--- src/rtl/gray_seq_counter.sv ---
// rtl/gray_seq_counter.sv - registered Gray-code up/down counter with IDLE/RUN/DONE control
// Optional build macro: GRAY_SEQ_CHECK_EN (adds chk_err single-step Gray monitor)
module gray_seq_counter #(
   parameter int WIDTH = 4
) (
   input  logic             clk,
   input  logic             rst_n,
   input  logic             start,
   input  logic             en,
   input  logic             up_dn,
   input  logic             oneshot,
   input  logic             load,
   input  logic [WIDTH-1:0] load_bin,
   output logic [WIDTH-1:0] gray_out,
`ifdef GRAY_SEQ_CHECK_EN
   output logic             chk_err,
`endif
   output logic             wrap,
   output logic             busy,
   output logic             done
);

   typedef enum logic [1:0] {
      ST_IDLE = 2'd0,
      ST_RUN  = 2'd1,
      ST_DONE = 2'd2
   } state_t;

   state_t           state_q, state_d;
   logic [WIDTH-1:0] bin_q, bin_d;
   logic [WIDTH-1:0] gray_q, gray_d;
   logic             wrap_q, wrap_d;
   logic             busy_q, done_q;
   // Set on DONE->RUN so the first step off the terminal value wraps instead of re-stopping
   logic             resume_q, resume_d;

   logic             at_term;
   logic [WIDTH-1:0] bin_step;

   // Terminal value depends on the direction sampled this cycle
   always_comb begin
      at_term  = up_dn ? (bin_q == {WIDTH{1'b1}}) : (bin_q == {WIDTH{1'b0}});
      bin_step = up_dn ? (bin_q + WIDTH'(1)) : (bin_q - WIDTH'(1));
   end

   // Next-state and next-count decode; load overrides everything, start still honoured with it
   always_comb begin
      state_d  = state_q;
      bin_d    = bin_q;
      wrap_d   = 1'b0;
      resume_d = resume_q;
      if (load) begin
         bin_d    = load_bin;
         resume_d = 1'b0;
         if (start) begin
            state_d = ST_RUN;
         end else if (state_q == ST_DONE) begin
            state_d = ST_IDLE;
         end
      end else begin
         case (state_q)
            ST_IDLE: begin
               if (start) begin
                  state_d = ST_RUN;
               end
            end
            ST_RUN: begin
               if (en) begin
                  if (at_term && oneshot && !resume_q) begin
                     state_d = ST_DONE;
                  end else begin
                     bin_d    = bin_step;
                     wrap_d   = at_term;
                     resume_d = 1'b0;
                  end
               end
            end
            ST_DONE: begin
               if (start) begin
                  state_d  = ST_RUN;
                  resume_d = 1'b1;
               end
            end
            default: begin
               state_d = ST_IDLE;
            end
         endcase
      end
      gray_d = bin_d ^ (bin_d >> 1);
   end

   // State, count and all flags registered together so outputs reflect the post-edge state
   always_ff @(posedge clk or negedge rst_n) begin
      if (!rst_n) begin
         state_q  <= ST_IDLE;
         bin_q    <= '0;
         gray_q   <= '0;
         wrap_q   <= 1'b0;
         busy_q   <= 1'b0;
         done_q   <= 1'b0;
         resume_q <= 1'b0;
      end else begin
         state_q  <= state_d;
         bin_q    <= bin_d;
         gray_q   <= gray_d;
         wrap_q   <= wrap_d;
         busy_q   <= (state_d == ST_RUN);
         done_q   <= (state_d == ST_DONE);
         resume_q <= resume_d;
      end
   end

   assign gray_out = gray_q;
   assign wrap     = wrap_q;
   assign busy     = busy_q;
   assign done     = done_q;

`ifdef GRAY_SEQ_CHECK_EN
   logic [WIDTH-1:0] prev_q;
   logic             skip_q;
   logic             chk_err_q;
   logic [WIDTH-1:0] diff;
   logic             multi_bit;

   // More than one bit set iff clearing the lowest set bit leaves something behind
   always_comb begin
      diff      = gray_q ^ prev_q;
      multi_bit = |(diff & (diff - WIDTH'(1)));
   end

   // Sticky monitor; the cycle right after a load is exempt since a jump is expected there
   always_ff @(posedge clk or negedge rst_n) begin
      if (!rst_n) begin
         prev_q    <= '0;
         skip_q    <= 1'b0;
         chk_err_q <= 1'b0;
      end else begin
         prev_q <= gray_q;
         skip_q <= load;
         if (load) begin
            chk_err_q <= 1'b0;
         end else if (!skip_q && multi_bit) begin
            chk_err_q <= 1'b1;
         end
      end
   end

   assign chk_err = chk_err_q;
`endif

endmodule

--- config.mk ---
export PLATFORM = sky130hd
export DESIGN_NAME = gray_seq_counter
export DESIGN_NICKNAME = d
export VERILOG_FILES = /design/src/rtl/gray_seq_counter.sv
export SDC_FILE = /design/constraint.sdc
export NUM_CORES = 1
export LEC_CHECK = 0
export BUFFER_PORTS_ARGS = -buffer_cell sky130_fd_sc_hd__buf_2
export CAP_MARGIN = 20
export CELL_PAD_IN_SITES_DETAIL_PLACEMENT = 1
export CELL_PAD_IN_SITES_GLOBAL_PLACEMENT = 2
export CORE_ASPECT_RATIO = 0.6
export CORE_MARGIN = 1.5
export CORE_UTILIZATION = 34
export DETAILED_ROUTE_END_ITERATION = 16
export PLACE_DENSITY = 0.91
export SYNTH_ARGS = -nofsm -noshare
export SYNTH_HDL_FRONTEND = slang
export SYNTH_SLANG_ARGS = --single-unit
--- constraint.sdc ---
create_clock -name clk -period 4.65 [get_ports clk]
set_input_delay 0.465 -clock clk [delete_from_list [all_inputs] [get_ports clk]]
set_output_delay 0.465 -clock clk [all_outputs]
set_load 0.05 [all_outputs]
==> results of run 1 <==
[routing by layer]
layer	up-vias	part of all wire [%]
li1	347	-
met4	0	0
met3	0	5.3
met5	-	0
met1	367	48
met2	22	46
[cells by family after synthesis]
family,count (synthesis),synth area share (%)
buffers and inverters,7,3.65
adder cells (fa/ha/maj),3,5.48
multiplexers,2,2.59
AO/OA/AOI/OAI,25,20.7
flip-flops,13,39.6
XOR/XNOR,5,5.33
AND/OR/NAND/NOR,29,22.7
[through the flow]
step           setup slack (ns)  instances  utilization [%]  cell area [um2]  power (mW)
2_1_floorplan              2.51         84                -              822       0.243
3_3_place_gp               2.30        129             41.9              933       0.276
3_5_place_dp               2.22        129             41.9              933       0.279
4_1_cts                    2.47        133             44.0              980       0.381
5_1_grt                    2.28        133             44.0              980       0.401
6_report                   2.47        133             44.0              980       0.379
[cells in the mapped netlist (2+ instances only)]
cell type,number,share of area [%]
sky130_fd_sc_hd__inv_1,5,2.3
sky130_fd_sc_hd__a31oi_1,2,1.5
sky130_fd_sc_hd__xnor2_1,2,2.1
sky130_fd_sc_hd__nand3_1,3,1.8
sky130_fd_sc_hd__a21o_1,3,2.7
sky130_fd_sc_hd__xor2_1,3,3.2
sky130_fd_sc_hd__a21oi_1,7,4.3
sky130_fd_sc_hd__o21ai_0,4,2.4
sky130_fd_sc_hd__nand2_1,5,2.3
sky130_fd_sc_hd__nand2b_1,2,1.5
sky130_fd_sc_hd__nor2_1,6,2.7
sky130_fd_sc_hd__nor2b_1,3,2.3
sky130_fd_sc_hd__ha_1,2,3.0
sky130_fd_sc_hd__dfrtp_1,13,40
[area by class of cell]
type                            instances  area (um2)
Clock buffer                            3        41.3
Tap cell                               30        37.5
Sequential cell                        13         325
Timing Repair Buffer                   17        85.1
Multi-Input combinational cell         64         467
Clock inverter                          1        5.00
Fill cell                             266        1250
Inverter                                5        18.8
[worst paths after layout]
| check | startpoint | to | slack [ns] | depth (start not counted) |
|---|---|---|---|---|
| hold / removal | rst_n | wrap | 0.11 | 1 |
| setup / recovery | bin_q[0] | gray_out[1] | 2.47 | 5 |
| min in group clk | load_bin[2] | gray_out[1] | 0.45 | 2 |
| max in group asynchronous | rst_n | busy | 4.31 | 1 |
| hold reg to reg | resume_q | resume_q | 0.58 | 2 |
| setup reg to reg | bin_q[0] | gray_out[1] | 2.47 | 5 |
[flip-flops by register name, summed over array words and instances (netlist names)]
register and count:
bin_q 4, gray_out 3, state_q 2, busy 1, done 1, resume_q 1, wrap 1
[worst max-delay path, stage by stage, from the launching register on]
cell                       delay, ns
sky130_fd_sc_hd__dfrtp_1        0.41
sky130_fd_sc_hd__or4_4          0.55
sky130_fd_sc_hd__or3_4          0.37
sky130_fd_sc_hd__a311oi_2       0.42
sky130_fd_sc_hd__nor4b_1        0.10
sky130_fd_sc_hd__a311oi_1       0.25
[power breakdown]
group	internal, mW	switching [mW]	total (mW)
Sequential	0.128	0.0131	0.141
Clock	0.0591	0.0421	0.101
Combinational	0.0459	0.0907	0.137
==> impl_summary.txt, run 1 <==
----------------------------------------------------
[Status]
  Result of the run ... finished, final reports clean

[Worst setup path]
  Nature of the critical path startpoint ... flop
  Type of destination of the critical path ... flop
  Arr. time, crit path ... 2.33 ns
  Worst endpoint required time ... 4.80 ns
  Kind of critical path ... flop to flop
  Crit path max fanout ... 5

[Global routing]
  Global-route track usage on met2 ... 29.3%
  Maximum number of pins on one net before global-route repair ... 18
  GRT Overall Usage ... 16.9%
  Met3 Track Usage GR ... 5.49%
  Global-route track usage on met1 ... 21.8%
  Global-route wire length before repair ... 3.23 mm
  Number of antenna violations at the first check in global routing ... 0
  Most Crowded Layer GR ... met2
  Number of global-route vias before repair ... 684
  Sum of overflow across all layers after global routing ... 0

[Synth]
  YS warnings ... 0
  Distinct cell type count of the synthesized netlist ... 38
  Instance count of the mapped netlist ... 84
  Synth Cell Area ... 822 um2
  Share of the yosys chip area belonging to registers ... 39.6%
  Async S/R FF share, synth ... 100%
  Number of flops mapped to enable cells by yosys ... 0
  Post-synthesis average cell area ... 9.79 um2
  Total of flip-flops plus latches after synthesis ... 13
  Dominant register cell in the synthesized netlist ... sky130_fd_sc_hd__dfrtp_1
  Syn Nets ... 98

[Floorplan]
  Core Region ... 2230 um2
  Die Span X ... 66.5 um
  DIE AREA ... 2730 um2
  Initial standard-cell utilization of the core ... 36.9%
  DIE HEIGHT ... 41.1 um
  Core Rows ... 13
  Top-level I/O count ... 18

[Timing]
  Hold Slack ... 0.107 ns
  Clock Skews ... 0.00159 ns
  Tightest Pin Transition ... 0.452 ns
  Share of the clock period used by the worst path after layout ... 46.9%
  Post-route minimum period ... 2.18 ns
  Fin. Hold Viols ... 0
  Relative max-transition margin ... 69.8%
  Setup violators final ... 0
  Unrepaired setup endpoints after global routing ... false
  Summed negative setup slack over all endpoints ... 0 ns
  Pins over their slew limit ... 0
  Achievable frequency ... 458 MHz

[Drt]
  Routed length per instance ... 15.7 um
  Overall via count from detail_route ... 736
  First drt pass iteration count ... 4
  Number of DRC markers in iteration 0 ... 43
  Remaining design rule violation count ... 0
  Final wirelength ... 2.08 mm
  Via density ... 5.53
  Post-route antenna net violation count ... 0

[Clocking]
  Number of buffers created by CTS ... 3
  CTS Sinks ... 13
  Cell at the root of the clock tree ... sky130_fd_sc_hd__clkbuf_8
  CTS H-tree depth ... 1
  TritonCTS clock tree ... built
  Register clock-pin slew on the reported worst setup and hold paths ... 0.06 ns
  Number of cells upsized or downsized after cts ... 0
  Number of buffers on the longest clock path ... 2
  Setup fix buffers added after clock tree synthesis ... 0
  Worst skew pair latency ... 0.24 ns
  Count of hold buffers inserted by post-cts repair ... 0

[Pwr]
  P_leak ... 0.464 nW
  Total power per unit cell area ... 387 nW/um2
  Worst voltage drop across the vdd grid ... 0.230 mV

[Min path]
  Path class of the lowest-slack min-delay path ... input port to asynchronous set/reset pin

[Placement]
  HPWL Detailed ... 1.63 mm
  Port Buffers ... 17
  GPL Wtd Cong ... 0.911

[Layout]
  Highest-count cells in the layout ignoring fill and taps ... sky130_fd_sc_hd__buf_2 (17), sky130_fd_sc_hd__dfrtp_1 (13), sky130_fd_sc_hd__a21oi_1 (7), sky130_fd_sc_hd__nor2_1 (6)
  Number of nets in the final layout ... 118
  Area overhead of the layout relative to synthesis ... 19.2%
  Count of antenna diodes in the layout ... 0
  Fraction of layout instances using a drive strength above 1 ... 25.2%
  Most common library cell in the layout ignoring fill and taps ... sky130_fd_sc_hd__buf_2

[Job]
  Max-cap check violation count ... 0

----------------------------------------------------
Note: power is estimated with default switching activity, not from simulation.
==> run 2, diff against run 1 <==
- ABC_AREA: not set -> 1
- CORE_UTILIZATION: 34 -> 29
- PLACE_DENSITY: 0.91 -> 0.86
- clock period: 4.65 -> 2.2 ns (I/O delays scaled with it)
==> impl_summary.txt, run 2 <==
----------------------------------------------------
[Status]
  Result of the run ... finished, final reports clean (unchanged)

[Synth]
  Synth top cells by count ... sky130_fd_sc_hd__nand2_1 (31), sky130_fd_sc_hd__inv_1 (16), sky130_fd_sc_hd__dfrtp_1 (13), sky130_fd_sc_hd__nand3_1 (13), sky130_fd_sc_hd__nor2_1 (7) (was sky130_fd_sc_hd__dfrtp_1 (13), sky130_fd_sc_hd__a21oi_1 (7), sky130_fd_sc_hd__nor2_1 (6), sky130_fd_sc_hd__inv_1 (5), sky130_fd_sc_hd__nand2_1 (5))
  Post-synthesis average cell area ... 7.58 um2 (was 9.79 um2)
  Instance count of the mapped netlist ... 106 (was 84)
  Syn Nets ... 120 (was 98)
  Synth Cell Area ... 803 um2 (was 822 um2)
  Most used standard cell by instance count after synthesis ... sky130_fd_sc_hd__nand2_1 (was sky130_fd_sc_hd__dfrtp_1)
  Number of flops mapped to enable cells by yosys ... 0 (unchanged)
  Synth top area cells ... sky130_fd_sc_hd__dfrtp_1 (40%), sky130_fd_sc_hd__nand2_1 (14%), sky130_fd_sc_hd__nand3_1 (8.1%), sky130_fd_sc_hd__inv_1 (7.5%), sky130_fd_sc_hd__nor2_1 (3.3%) (was sky130_fd_sc_hd__dfrtp_1 (40%), sky130_fd_sc_hd__a21oi_1 (4.3%), sky130_fd_sc_hd__xor2_1 (3.2%), sky130_fd_sc_hd__ha_1 (3.0%), sky130_fd_sc_hd__nor4b_4 (2.9%))
  Cell taking the most area after synthesis ... sky130_fd_sc_hd__dfrtp_1 (unchanged)
  Async S/R FF share, synth ... 100% (unchanged)
  Total of flip-flops plus latches after synthesis ... 13 (unchanged)
  YS warnings ... 0 (unchanged)
  Share of the synthesized area in the top cell type ... 40.5% (was 39.6%)
  Share of the yosys chip area belonging to registers ... 40.5% (was 39.6%)
  Dominant register cell in the synthesized netlist ... sky130_fd_sc_hd__dfrtp_1 (unchanged)
  Distinct cell type count of the synthesized netlist ... 22 (was 38)

[Timing]
  Summed negative setup slack over all endpoints ... 0 ns (unchanged)
  Clock Skews ... 0.00816 ns (was 0.00159 ns)
  Fin. Hold Viols ... 0 (unchanged)
  Unrepaired setup endpoints after global routing ... false (unchanged)
  Relative max-transition margin ... 76.9% (was 69.8%)
  Achievable frequency ... 600 MHz (was 458 MHz)
  Setup violators final ... 0 (unchanged)
  Share of the clock period used by the worst path after layout ... 75.7% (was 46.9%)
  Tightest Pin Transition ... 0.346 ns (was 0.452 ns)
  Pins over their slew limit ... 0 (unchanged)
  Post-route minimum period ... 1.67 ns (was 2.18 ns)

[Placement]
  Placed insts ... 154 (was 129)
  Total cell area at the placement stage ... 921 um2 (was 933 um2)
  GPL Wtd Cong ... 0.771 (was 0.911)
  HPWL Detailed ... 1.66 mm (was 1.63 mm)
  Port Buffers ... 17 (unchanged)

[Worst setup path]
  Type of destination of the critical path ... flop (unchanged)
  Worst flop-to-flop path startpoint ... bin_q[0] (unchanged)
  Most common cell on crit path ... sky130_fd_sc_hd__nand3_1
  Worst endpoint required time ... 2.34 ns (was 4.80 ns)
  Kind of critical path ... flop to flop (unchanged)
  CP max-delay cell ... sky130_fd_sc_hd__dfrtp_1 (was sky130_fd_sc_hd__or4_4)
  Critical path's top delay family ... flip-flops (was simple AND/OR/NAND/NOR gates)
  Longest individual stage delay on the worst path ... 0.45 ns (was 0.55 ns)
  Number of cell instances on the worst register-to-register path ... 8 (was 5)
  R2r setup slk ... 0.53 ns (was 2.47 ns)
  Nature of the critical path startpoint ... flop (unchanged)
  Reg2Reg Capture Point ... gray_out[2] (was gray_out[1])
  Arr. time, crit path ... 1.80 ns (was 2.33 ns)
  CP Cell Sequence ... inv_1 -> fa_1 -> xor2_1 -> nand3_1 -> nand3_1 -> nand2_2 -> nand3_1 -> nand2_1 (was or4_4 -> or3_4 -> a311oi_2 -> nor4b_1 -> a311oi_1)
  WP buf/inv ... 1 (was 0)
  Crit path max fanout ... 5 (unchanged)

[Pwr]
  Worst voltage drop across the vdd grid ... 0.418 mV (was 0.230 mV)
  Internal Power ... 0.465 mW (was 0.233 mW)
  Total power per unit cell area ... 753 nW/um2 (was 387 nW/um2)
  P_leak ... 0.564 nW (was 0.464 nW)
  Share of power burned in combinational logic ... 32.7% (was 36.0%)
  Sequential Power Share ... 38.4% (was 37.3%)
  Clock power frac ... 28.9% (was 26.7%)
  Switching Fraction ... 36.7% (was 38.4%)
  P_sw ... 0.270 mW (was 0.146 mW)

[Global routing]
  Maximum number of pins on one net before global-route repair ... 14 (was 18)
  Number of global-route vias before repair ... 711 (was 684)
  Number of antenna violations at the first check in global routing ... 0 (unchanged)
  GRT Overall Usage ... 14.6% (was 16.9%)
  Global-route wire length before repair ... 3.31 mm (was 3.23 mm)
  Sum of overflow across all layers after global routing ... 0 (unchanged)

[Drt]
  Routed length per instance ... 12.4 um (was 15.7 um)
  Final wirelength ... 1.98 mm (was 2.08 mm)
  Post-route antenna net violation count ... 0 (unchanged)
  Remaining design rule violation count ... 0 (unchanged)
  Number of DRC markers in iteration 0 ... 16 (was 43)
  First drt pass iteration count ... 4 (unchanged)
  Via density ... 4.58 (was 5.53)
  Overall via count from detail_route ... 729 (was 736)

[Layout]
  Highest-count cells in the layout ignoring fill and taps ... sky130_fd_sc_hd__nand2_1 (31), sky130_fd_sc_hd__buf_2 (17), sky130_fd_sc_hd__inv_1 (16), sky130_fd_sc_hd__nand3_1 (13), sky130_fd_sc_hd__dfrtp_1 (13) (was sky130_fd_sc_hd__buf_2 (17), sky130_fd_sc_hd__dfrtp_1 (13), sky130_fd_sc_hd__a21oi_1 (7), sky130_fd_sc_hd__nor2_1 (6))
  Number of inserted filler cells in the final layout ... 333 (was 266)
  Number of nets in the final layout ... 142 (was 118)
  Count of antenna diodes in the layout ... 0 (unchanged)
  Largest register FFs ... 4 (unchanged)
  Storage element area ... 325 um2 (unchanged)
  Most common library cell in the layout ignoring fill and taps ... sky130_fd_sc_hd__nand2_1 (was sky130_fd_sc_hd__buf_2)
  Final instance area ... 976 um2 (was 980 um2)
  Fraction of layout instances using a drive strength above 1 ... 25.2% (about the same)
  Multi-input logic area ... 407 um2 (was 467 um2)
  Register containing the most flip-flops in the final layout ... bin_q (unchanged)
  Area overhead of the layout relative to synthesis ... 21.5% (was 19.2%)
  Cell Count, Final, Fillers Out ... 159 (was 133)

[Clocking]
  Cell at the root of the clock tree ... sky130_fd_sc_hd__clkbuf_8 (unchanged)
  Number of buffers on the longest clock path ... 2 (unchanged)
  Register clock-pin slew on the reported worst setup and hold paths ... 0.06 ns (about the same)
  CTS Sinks ... 13 (unchanged)
  Number of cells upsized or downsized after cts ... 0 (unchanged)
  Worst skew pair latency ... 0.25 ns (was 0.24 ns)
  CTS H-tree depth ... 1 (unchanged)
  TritonCTS clock tree ... built (unchanged)
  Number of buffers created by CTS ... 3 (unchanged)

[Min path]
  Path class of the lowest-slack min-delay path ... input port to flop (was input port to asynchronous set/reset pin)
  Number of cells traversed by the worst hold path ... 2
  Endpoint of the worst hold path ... state_q[1]
  Hold path startpoint ... start

[Job]
  Max-cap check violation count ... 0 (unchanged)

[Floorplan]
  Core Region ... 2560 um2 (was 2230 um2)
  DIE AREA ... 3100 um2 (was 2730 um2)
  Die Span X ... 70.9 um (was 66.5 um)
  Initial standard-cell utilization of the core ... 31.4% (was 36.9%)
  Core Rows ... 14 (was 13)
  DIE HEIGHT ... 43.8 um (was 41.1 um)
  Top-level I/O count ... 18 (unchanged)

----------------------------------------------------
run 2: cell types whose count changed after synthesis, sizes merged, moves of 3 or more:
cell	before	now
o21ai	4	1
nand2	5	37
nand3	3	15
inv	5	17
a21oi	7	1
a21o	3	0
nor2	6	9
nor2b	3	0
run 2: cell families (layout without fill, tap and decap cells):
| logic type | count (synthesis) | after routing | synth area share (%) |
|---|---|---|---|
| compound gates | 4 | 4 | 3.11 |
| xor+xnor | 1 | 1 | 1.09 |
| fa+ha+maj | 3 | 3 | 5.61 |
| buf+inv | 18 | 39 | 8.88 |
| flops | 13 | 13 | 40.5 |
| simple gates | 67 | 67 | 40.8 |
run 2: how the worst max path moves through the flow:
stage          slack [ns]  depth (start not counted)           to      from
6_report             0.53                          8  gray_out[2]  bin_q[0]
5_1_grt              0.37                          8  gray_out[1]  bin_q[0]
4_1_cts              0.50                          8  gray_out[2]  bin_q[0]
3_5_place_dp         0.51                          8  gray_out[2]  bin_q[0]
3_3_place_gp         0.55                          8  gray_out[2]  bin_q[0]
2_1_floorplan        0.74                          8  gray_out[2]  bin_q[0]
run 2: per-stage QoR:
step                      total power [mW]  hold slack, ns  worst slack, ns  utilization, %
after detailed placement             0.528           0.134            0.506            36.0
after CTS                            0.750           0.208            0.497            38.2
after floorplan                      0.464         -0.0756            0.737               -
final                                0.735           0.209            0.534            38.2
after global routing                 0.794           0.240            0.370            38.2
after global placement               0.521           0.124            0.554            36.0
run 2: cell type report:
| type | instances | share of cell area [%] |
|---|---|---|
| flip-flops and latches | 13 | 33.3 |
| inverters | 17 | 6.54 |
| multi-input cells | 75 | 41.7 |
| repair buffers | 18 | 9.74 |
| well taps | 32 | 4.10 |
| clock buffers | 4 | 4.62 |
run 2: metal layers:
metal	part of all wire, %	routed length (um)	vias up	GRT usage (%)
met2	44	862	13	22.4
met5	0	0	-	0
met4	0.96	19	0	4.53
met1	51	1010	341	19.7
li1	-	-	373	-
met3	4.5	88	2	4.88
run 2: power groups by stage:
stage | Clock, mW | Sequential, mW | Combinational, mW
final | 0.212 | 0.282 | 0.240
after global routing | 0.238 | 0.285 | 0.271
after CTS | 0.224 | 0.282 | 0.244
after detailed placement | 0 | 0.286 | 0.242
after global placement | 0 | 0.285 | 0.236
after floorplan | 0 | 0.330 | 0.134
run 2: repair_timing:
item | CTS | global route
hold buffers | 1 | 0
buffers inserted | 0 | 0
hold endpoints to repair | 13 | 0
